### src/rtl/touch_i2c_target.sv
// I2C target exposing the latest touch sample (status, event, x, y) as a
// read-only register file with coherent multi-byte reads and an interrupt.
module touch_i2c_target #(
    parameter logic [6:0] I2C_ADDR    = 7'h38,
    parameter int         SYNC_STAGES = 2
) (
    input  logic        clk_in,
    input  logic        rst_in,
    input  logic        scl_in,
    input  logic        sda_in,
    output logic        sda_oe_out,
    output logic        irq_n_out,
    input  logic        valid_in,
    input  logic        lift_in,
    input  logic [11:0] x_in,
    input  logic [11:0] y_in
);

    typedef enum logic [3:0] {
        IDLE, ADDR, ADDR_ACK, PTR, PTR_ACK, WDATA, WDATA_ACK, RDATA, RD_ACK, IGNORE
    } state_t;

    logic [SYNC_STAGES-1:0] scl_sync_reg;
    logic [SYNC_STAGES-1:0] sda_sync_reg;
    logic scl_prev_reg, sda_prev_reg;
    logic scl_s, sda_s;
    logic scl_rise, scl_fall, start_det, stop_det;

    state_t      state_reg, state_next;
    logic [2:0]  bit_cnt_reg, bit_cnt_next;
    logic [7:0]  shift_reg, shift_next, shift_in;
    logic [7:0]  ptr_reg, ptr_next;
    logic        rw_reg, rw_next;
    logic [7:0]  tx_reg, tx_next;
    logic        sda_oe_reg, sda_oe_next;
    logic        snap, rd_clr;
    logic [7:0]  rd_byte;

    logic        status_reg, shd_status_reg;
    logic [1:0]  event_reg, shd_event_reg;
    logic [11:0] x_reg, y_reg, shd_x_reg, shd_y_reg;
    logic        pending_reg, dirty_reg;

    genvar gi;
    generate
        for (gi = 0; gi < SYNC_STAGES; gi++) begin : g_sync
            if (gi == 0) begin : g_first
                always_ff @(posedge clk_in or negedge rst_in) begin
                    if (!rst_in) begin
                        scl_sync_reg[gi] <= 1'b1;
                        sda_sync_reg[gi] <= 1'b1;
                    end else begin
                        scl_sync_reg[gi] <= scl_in;
                        sda_sync_reg[gi] <= sda_in;
                    end
                end
            end else begin : g_next
                always_ff @(posedge clk_in or negedge rst_in) begin
                    if (!rst_in) begin
                        scl_sync_reg[gi] <= 1'b1;
                        sda_sync_reg[gi] <= 1'b1;
                    end else begin
                        scl_sync_reg[gi] <= scl_sync_reg[gi-1];
                        sda_sync_reg[gi] <= sda_sync_reg[gi-1];
                    end
                end
            end
        end
    endgenerate

    assign scl_s     = scl_sync_reg[SYNC_STAGES-1];
    assign sda_s     = sda_sync_reg[SYNC_STAGES-1];
    assign scl_rise  = scl_s & ~scl_prev_reg;
    assign scl_fall  = ~scl_s & scl_prev_reg;
    // SCL must be high on both samples so an SCL edge coinciding with an SDA edge is never a START/STOP
    assign start_det = scl_s & scl_prev_reg & sda_prev_reg & ~sda_s;
    assign stop_det  = scl_s & scl_prev_reg & ~sda_prev_reg & sda_s;
    assign shift_in  = {shift_reg[6:0], sda_s};

    always_comb begin
        rd_byte = 8'h00;
        case (ptr_reg)
            8'h02:   rd_byte = {7'b0, shd_status_reg};
            8'h03:   rd_byte = {shd_event_reg, 2'b00, shd_x_reg[11:8]};
            8'h04:   rd_byte = shd_x_reg[7:0];
            8'h05:   rd_byte = {shd_event_reg, 2'b00, shd_y_reg[11:8]};
            8'h06:   rd_byte = shd_y_reg[7:0];
            default: rd_byte = 8'h00;
        endcase
    end

    always_comb begin
        state_next   = state_reg;
        bit_cnt_next = bit_cnt_reg;
        shift_next   = shift_reg;
        ptr_next     = ptr_reg;
        rw_next      = rw_reg;
        tx_next      = tx_reg;
        sda_oe_next  = sda_oe_reg;
        snap         = 1'b0;
        rd_clr       = 1'b0;
        if (stop_det) begin
            state_next = IDLE;
        end else if (start_det) begin
            state_next   = ADDR;
            bit_cnt_next = 3'd0;
        end else if (scl_rise) begin
            case (state_reg)
                ADDR, PTR, WDATA: begin
                    shift_next   = shift_in;
                    bit_cnt_next = bit_cnt_reg + 3'd1;
                    if (bit_cnt_reg == 3'd7) begin
                        if (state_reg == ADDR) begin
                            if (shift_in[7:1] == I2C_ADDR) begin
                                state_next = ADDR_ACK;
                                rw_next    = shift_in[0];
                                snap       = shift_in[0];
                            end else begin
                                state_next = IGNORE;
                            end
                        end else if (state_reg == PTR) begin
                            ptr_next   = shift_in;
                            state_next = PTR_ACK;
                        end else begin
                            ptr_next   = ptr_reg + 8'd1;
                            state_next = WDATA_ACK;
                        end
                    end
                end
                ADDR_ACK: begin
                    state_next = rw_reg ? RDATA : PTR;
                    tx_next    = rd_byte;
                end
                PTR_ACK, WDATA_ACK: state_next = WDATA;
                RDATA: begin
                    tx_next      = {tx_reg[6:0], 1'b0};
                    bit_cnt_next = bit_cnt_reg + 3'd1;
                    if (bit_cnt_reg == 3'd7) begin
                        ptr_next   = ptr_reg + 8'd1;
                        rd_clr     = (ptr_reg == 8'h06);
                        state_next = RD_ACK;
                    end
                end
                RD_ACK: begin
                    if (!sda_s) begin
                        state_next = RDATA;
                        tx_next    = rd_byte;
                    end else begin
                        state_next = IGNORE;
                    end
                end
                default: state_next = state_reg;
            endcase
        end else if (scl_fall) begin
            case (state_reg)
                ADDR_ACK, PTR_ACK, WDATA_ACK: sda_oe_next = 1'b1;
                RDATA:                        sda_oe_next = ~tx_reg[7];
                default:                      sda_oe_next = 1'b0;
            endcase
        end
    end

    always_ff @(posedge clk_in or negedge rst_in) begin
        if (!rst_in) begin
            scl_prev_reg <= 1'b1;
            sda_prev_reg <= 1'b1;
            state_reg    <= IDLE;
            bit_cnt_reg  <= 3'd0;
            shift_reg    <= 8'h00;
            ptr_reg      <= 8'h00;
            rw_reg       <= 1'b0;
            tx_reg       <= 8'h00;
            sda_oe_reg   <= 1'b0;
        end else begin
            scl_prev_reg <= scl_s;
            sda_prev_reg <= sda_s;
            state_reg    <= state_next;
            bit_cnt_reg  <= bit_cnt_next;
            shift_reg    <= shift_next;
            ptr_reg      <= ptr_next;
            rw_reg       <= rw_next;
            tx_reg       <= tx_next;
            sda_oe_reg   <= sda_oe_next;
        end
    end

    // dirty marks a touch event newer than the snapshot, so a read cannot clear its interrupt
    always_ff @(posedge clk_in or negedge rst_in) begin
        if (!rst_in) begin
            status_reg     <= 1'b0;
            event_reg      <= 2'b00;
            x_reg          <= 12'h000;
            y_reg          <= 12'h000;
            shd_status_reg <= 1'b0;
            shd_event_reg  <= 2'b00;
            shd_x_reg      <= 12'h000;
            shd_y_reg      <= 12'h000;
            pending_reg    <= 1'b0;
            dirty_reg      <= 1'b0;
        end else begin
            if (valid_in) begin
                x_reg      <= x_in;
                y_reg      <= y_in;
                status_reg <= 1'b1;
                event_reg  <= 2'b00;
            end else if (lift_in) begin
                status_reg <= 1'b0;
                event_reg  <= 2'b01;
            end
            if (snap) begin
                shd_status_reg <= status_reg;
                shd_event_reg  <= event_reg;
                shd_x_reg      <= x_reg;
                shd_y_reg      <= y_reg;
            end
            if (valid_in || lift_in) begin
                pending_reg <= 1'b1;
                dirty_reg   <= 1'b1;
            end else begin
                if (rd_clr && !dirty_reg) pending_reg <= 1'b0;
                if (snap) dirty_reg <= 1'b0;
            end
        end
    end

    assign sda_oe_out = sda_oe_reg;
    assign irq_n_out  = ~pending_reg;

endmodule
### config.mk
export PLATFORM = sky130hd
export DESIGN_NAME = touch_i2c_target
export DESIGN_NICKNAME = d
export VERILOG_FILES = /design/src/rtl/touch_i2c_target.sv
export SDC_FILE = /design/constraint.sdc
export NUM_CORES = 1
export LEC_CHECK = 0
export CELL_PAD_IN_SITES_DETAIL_PLACEMENT = 1
export CELL_PAD_IN_SITES_GLOBAL_PLACEMENT = 2
export CORE_MARGIN = 5
export CORE_UTILIZATION = 30
export CTS_BUF_LIST = sky130_fd_sc_hd__clkbuf_8
export DETAILED_ROUTE_END_ITERATION = 10
export MAX_ROUTING_LAYER = met4
export PLACE_DENSITY_LB_ADDON = 0.1
export REMOVE_ABC_BUFFERS = 1
export SETUP_SLACK_MARGIN = 0.4
export SYNTH_ARGS = -nofsm -noshare
export SYNTH_HDL_FRONTEND = slang
export SYNTH_SLANG_ARGS = --single-unit
export TNS_END_PERCENT = 50
### constraint.sdc
create_clock -name clk_in -period 4.92 [get_ports clk_in]
set_input_delay 0.984 -clock clk_in [delete_from_list [all_inputs] [get_ports clk_in]]
set_output_delay 0.984 -clock clk_in [all_outputs]
set_load 0.02 [all_outputs]
==> impl_metrics.env, run 1 <==
export IMPL_outcome="finished, final reports clean"
export IMPL_hp_start="sda_sync_reg[0]"
export IMPL_ioPinCount=32
export IMPL_critical_path_class="flip-flop to output port"
export IMPL_arrival_ns=1.42
export IMPL_start_util_pct=30.7
export IMPL_yosysTopAreaCell="dfrtp_1"
export IMPL_yosysMostFrequentCell="dfrtp_1"
export IMPL_globalplace_congestion=0.702
export IMPL_synthCells=354
export IMPL_yosys_warnings=0
export IMPL_die_x_um=129
export IMPL_coreArea_sq_mm=0.0139
export IMPL_p_per_area_mw_per_mm2=354
export IMPL_fin_crit_sh_pct=48.9
export IMPL_vias=2867
export IMPL_setup_viol=0
export IMPL_drt_initial_drc_count=169
export IMPL_period_needed_ns=2.40
export IMPL_worst_pin_slew_ns=1.05
export IMPL_synth_cell_types=60
export IMPL_max_freq_ghz=0.416
export IMPL_die_area_sq_mm=0.0167
export IMPL_peakVddDrop_mv=0.134
export IMPL_cts_resized=0
export IMPL_timing_rr_start="state_reg[0]"
export IMPL_leakagePower_uw=0.00206
export IMPL_routed_via_density=5.12
export IMPL_port_buffers=31
export IMPL_hp_class="flip-flop to flip-flop"
export IMPL_drtPass1Iterations=4
export IMPL_rsz0062_at_grt="false"
export IMPL_rr_worst_depth=4
export IMPL_ff2ff_setup_slack_ns=2.55
export IMPL_worst_endpoint_required_ns=3.94
export IMPL_placed_cells=544
export IMPL_grt_max_degree=68
export IMPL_clock_sinks=92
export IMPL_ctsHoldBuffers=0
export IMPL_async_flop_share_pct=100
export IMPL_cap_violations=0
export IMPL_hold_viol=0
export IMPL_fp_row_count=43
export IMPL_final_area_sq_mm=0.00489
export IMPL_timing_slew_headroom_pct=29.2
export IMPL_ys_top_cells_by_count="dfrtp_1, mux2_2, nand2_1, clkbuf_1, o21ai_0"
export IMPL_nets=411
export IMPL_ys_flop_type="dfrtp_1"
export IMPL_syn_avg_cell_area_sq_um=12.0
export IMPL_path_max_fanout=2
export IMPL_hpwlAfterDp_um=6550
export IMPL_crit_path_end_kind="output port"
export IMPL_crit_path_start_kind="flip-flop"
export IMPL_layout_cells_non_filler=560
export IMPL_post_route_cells_drive_above_1_share_pct=22.9
export IMPL_worstHoldEndpoint="sda_s"
export IMPL_syn_to_final_growth_pct=15.0
export IMPL_synth_top_area_share_pct=50.6
export IMPL_drc=0
export IMPL_synth_edff_count=0
export IMPL_tns_ns=0
export IMPL_postRouteAntennaNets=0
export IMPL_cts_buffers=9
export IMPL_r2r_end="ptr_reg[0]"
export IMPL_clk_latency_ns=0.38
export IMPL_antenna_found_initial=0
export IMPL_whs_path_depth=0
export IMPL_skew_ns=0.0148
export IMPL_cts_htree_levels=3
export IMPL_crit_start="pending_reg"
export IMPL_wl_per_cell_um=17.5
export IMPL_dieHeight_um=129
export IMPL_grt_first_pass_wirelength_um=16700
export IMPL_cts_path_max_buffers=2
export IMPL_drv_slew=0
export IMPL_cts_setup_buffers=0
export IMPL_ys_seq_elements=92
export IMPL_totalWireLength_um=9780
export IMPL_gr_total_overflow=0
export IMPL_grt_pass1_vias=3128
export IMPL_place_area_sq_mm=0.00471
export IMPL_seq_area_frac_synth_pct=54.3
export IMPL_cts_tree="built"
export IMPL_diodes=0
export IMPL_synthTopCellsByArea="dfrtp_1, mux2_2, dfstp_2, ha_1, o21ai_0"
export IMPL_clk_pin_slew_ns=0.10
export IMPL_synth_area_sq_mm=0.00426
export IMPL_root_buffer="clkbuf_8"
export IMPL_gr_usage_all_layers_pct=13.3
==> how the worst max path moves through the flow <==
| stage | to | slack, ns | cells past startpoint |
|---|---|---|---|
| final | irq_n_out | 2.52 | 2 |
| after detailed placement | x_reg[8] | 2.32 | 3 |
| after global placement | x_reg[8] | 2.34 | 3 |
| after CTS | irq_n_out | 2.48 | 2 |
| after global routing | ptr_reg[4] | 2.28 | 4 |
| after floorplan | shd_event_reg[0] | 2.69 | 4 |
==> worst max-delay path: stages, from the launching register on <==
cell	delay (ns)
dfrtp_1	0.39
inv_1	0.05
clkdlybuf4s50_1	0.59
==> report_power, final <==
group          internal (uW)  switching, uW
combinational            159            137
clock                    203            287
sequential               831            116
==> cells in the final DEF (no fill, tap or decap), drive strengths merged, types with 3 or more instances in the layout <==
| master | Yosys | layout |
|---|---|---|
| o21ai | 15 | 15 |
| clkdlybuf4s50 | 0 | 30 |
| o31ai | 4 | 4 |
| dfstp | 6 | 6 |
| clkinv | 0 | 4 |
| nor2 | 14 | 14 |
| nor3b | 3 | 3 |
| o22ai | 4 | 4 |
| nand2b | 4 | 4 |
| o211ai | 3 | 3 |
| a2bb2oi | 3 | 3 |
| inv | 7 | 9 |
| ha | 6 | 6 |
| buf | 7 | 4 |
| nor3 | 5 | 5 |
| mux2i | 4 | 4 |
| nand3 | 10 | 10 |
| clkbuf | 17 | 10 |
| a22oi | 4 | 4 |
| dfrtp | 86 | 86 |
| a21oi | 11 | 11 |
| a222oi | 5 | 5 |
| nor2b | 8 | 8 |
| mux2 | 60 | 60 |
| o221ai | 4 | 4 |
| a21o | 3 | 3 |
| nand2 | 19 | 19 |
==> final cells by class <==
type / instances / area, sq um
Sequential cell: 92 / 2310
Clock buffer: 10 / 138
Clock inverter: 6 / 50.0
Inverter: 7 / 26.3
Fill cell: 1549 / 8990
Timing Repair Buffer: 34 / 330
Tap cell: 180 / 225
Multi-Input combinational cell: 231 / 1820
==> per-layer routing <==
layer  part of all wire [%]  global-route usage (%)  up-vias
met5                      0                       -        -
met4                    1.7                    5.31        0
met3                    2.6                    2.80       16
met2                     48                    20.3       38
met1                     48                    17.4     1465
li1                       -                       -     1348
==> metrics by stage <==
| step | hold WS (ns) | setup slack [ns] | utilization [%] | power (uW) |
|---|---|---|---|---|
| final | 0.360 | 2.52 | 35.3 | 1730 |
| after global placement | 0.346 | 2.34 | 33.9 | 1260 |
| after floorplan | 0.345 | 2.69 | - | 1130 |
| after CTS | 0.362 | 2.48 | 35.3 | 1770 |
| after global routing | 0.365 | 2.28 | 35.3 | 1860 |
| after detailed placement | 0.347 | 2.32 | 33.9 | 1270 |
==> logic make-up after synthesis <==
logic type,count (synthesis),synth area share (%)
flip-flops,92,54.3
AND/OR/NAND/NOR,86,11.6
AO/OA/AOI/OAI,73,12.1
multiplexers,64,16.8
buffers and inverters,31,3.09
adder cells (fa/ha/maj),6,1.76
XOR/XNOR,2,0.412
No activity file was read; power rests on OpenSTA's default activity.
==> run 2: changes to the inputs <==
==> constraint.sdc (replaced) <==
create_clock -name clk_in -period 2.26 [get_ports clk_in]
set_input_delay 0.452 -clock clk_in [delete_from_list [all_inputs] [get_ports clk_in]]
set_output_delay 0.452 -clock clk_in [all_outputs]
set_load 0.02 [all_outputs]
==> impl_metrics.env, run 2 (synthesis gave the netlist of run 1 again) <==
export IMPL_grt_busiest_layer="met2"
export IMPL_fin_crit_sh_pct=86.1
export IMPL_diodes=0
export IMPL_skew_ns=0.0126
export IMPL_crit_chain="or3_1 > o32a_1 > or4b_4 > o221ai_2"
export IMPL_grt_pass1_vias=3330
export IMPL_grt_max_degree=43
export IMPL_cpPeakStageDelay_ns=0.60
export IMPL_layout_cells_most_common_list="dfrtp_1, buf_4, mux2_2"
export IMPL_use_met3_pct=3.83
export IMPL_ff2ff_setup_slack_ns=0.31
export IMPL_gr_total_overflow=0
export IMPL_die_x_um=129
export IMPL_cts_path_max_buffers=2
export IMPL_crit_path_start_kind="flip-flop"
export IMPL_drtPass1Iterations=4
export IMPL_grt_first_pass_wirelength_um=17800
export IMPL_period_needed_ns=1.95
export IMPL_place_area_sq_mm=0.00488
export IMPL_wl_per_cell_um=18.2
export IMPL_hp_class="flip-flop to flip-flop"
export IMPL_antenna_found_initial=0
export IMPL_worst_pin_slew_ns=0.452
export IMPL_post_route_cells_drive_above_1_share_pct=37.3
export IMPL_rr_worst_depth=4
export IMPL_fp_row_count=43
export IMPL_use_met1_pct=18.1
export IMPL_routed_via_density=5.07
export IMPL_rsz0062_at_grt="true"
export IMPL_drt_initial_drc_count=171
export IMPL_cts_htree_levels=3
export IMPL_dieHeight_um=129
export IMPL_fill_cells=1482
export IMPL_cts_tree="built"
export IMPL_clk_latency_ns=0.38
export IMPL_port_buffers=31
export IMPL_slowest_stage="or4b_4"
export IMPL_setup_viol=0
export IMPL_gr_usage_all_layers_pct=14.2
export IMPL_worst_endpoint_required_ns=2.56
export IMPL_timing_rr_start="state_reg[0]"
export IMPL_layout_commonest_cell="dfrtp_1"
export IMPL_tns_ns=0
export IMPL_peakVddDrop_mv=0.424
export IMPL_timing_slew_headroom_pct=69.5
export IMPL_final_area_sq_mm=0.00557
export IMPL_crit_path_end="tx_reg[2]"
export IMPL_start_util_pct=30.7
export IMPL_path_max_fanout=6
export IMPL_root_buffer="clkbuf_8"
export IMPL_hpwlAfterDp_um=7080
export IMPL_postRouteAntennaNets=0
export IMPL_use_met2_pct=22.8
export IMPL_globalplace_congestion=0.769
export IMPL_drv_slew=0
export IMPL_crit_path_end_kind="flip-flop"
export IMPL_drc=0
export IMPL_die_area_sq_mm=0.0167
export IMPL_leakagePower_uw=0.00236
export IMPL_whs_path_depth=0
export IMPL_worst_slack_ns=0.313
export IMPL_hold_viol=0
export IMPL_nets=457
export IMPL_ioPinCount=32
export IMPL_syn_to_final_growth_pct=30.9
export IMPL_clk_pin_slew_ns=0.09
export IMPL_max_freq_ghz=0.514
export IMPL_crit_start="state_reg[0]"
export IMPL_r2r_end="tx_reg[2]"
export IMPL_clock_sinks=92
export IMPL_cts_buffers=9
export IMPL_critical_path_class="flip-flop to flip-flop"
export IMPL_p_per_area_mw_per_mm2=721
export IMPL_vias=3071
export IMPL_totalWireLength_um=11100
export IMPL_outcome="finished, final reports clean"
export IMPL_dp_worst_setup_slack_ns=0.0800
export IMPL_arrival_ns=2.25
export IMPL_coreArea_sq_mm=0.0139
export IMPL_cap_violations=0
==> run 2: per-stage QoR <==
| step | total power, uW | util (%) | std cells | hold WS [ns] |
|---|---|---|---|---|
| after floorplan | 2460 | - | 330 | 0.156 |
| after global placement | 2770 | 35.2 | 562 | 0.346 |
| after detailed placement | 2800 | 35.2 | 562 | 0.348 |
| after CTS | 4040 | 39.2 | 604 | 0.362 |
| after global routing | 4270 | 40.1 | 606 | 0.368 |
| final | 4020 | 40.1 | 606 | 0.360 |
==> run 2: routing by layer <==
metal / routed length, um / up-vias
met1: 5290 / 1580
li1: - / 1446
met3: 297 / 9
met2: 5360 / 36
met5: 0 / -
met4: 111 / 0
==> run 2: power by group <==
part           internal, uW  switching (uW)  total (uW)
registers              1820             196        2010
logic                   540             455         995
clock network           396             613        1010
total                  2750            1260        4020
==> run 2: how the worst min path moves through the flow <==
stage	from	to	slack, ns
floorplan	rst_in	bit_cnt_reg[0]	0.16
global placement	scl_sync_reg[0]	scl_s	0.35
detailed placement	sda_sync_reg[0]	sda_s	0.35
CTS	sda_sync_reg[0]	sda_s	0.36
global route	scl_sync_reg[0]	scl_s	0.37
finish	scl_sync_reg[0]	scl_s	0.36
==> run 2: final cells by class <==
class	instances	area (sq um)	area share, %
Timing Repair Buffer	80	798	14.3
Clock inverter	7	43.8	0.786
Sequential cell	92	2320	41.6
Clock buffer	9	124	2.22
Multi-Input combinational cell	231	2040	36.6
Inverter	7	26.3	0.471
Tap cell	180	225	4.04
==> run 2: repair_timing <==
action,in CTS,in global routing
cloned,2,1
endpoints found under the setup margin,56,53
buffers inserted,23,1
resized for setup,39,26
pin swaps,13,5
hold endpoints to repair,16,0
hold buffers,1,0
==> run 2: critical path: cells and delay by family, from the launching register on <==
family | cells | cell delay [ns]
AO/OA/AOI/OAI | 2 | 0.45
flip-flops | 1 | 0.44
AND/OR/NAND/NOR | 2 | 0.98
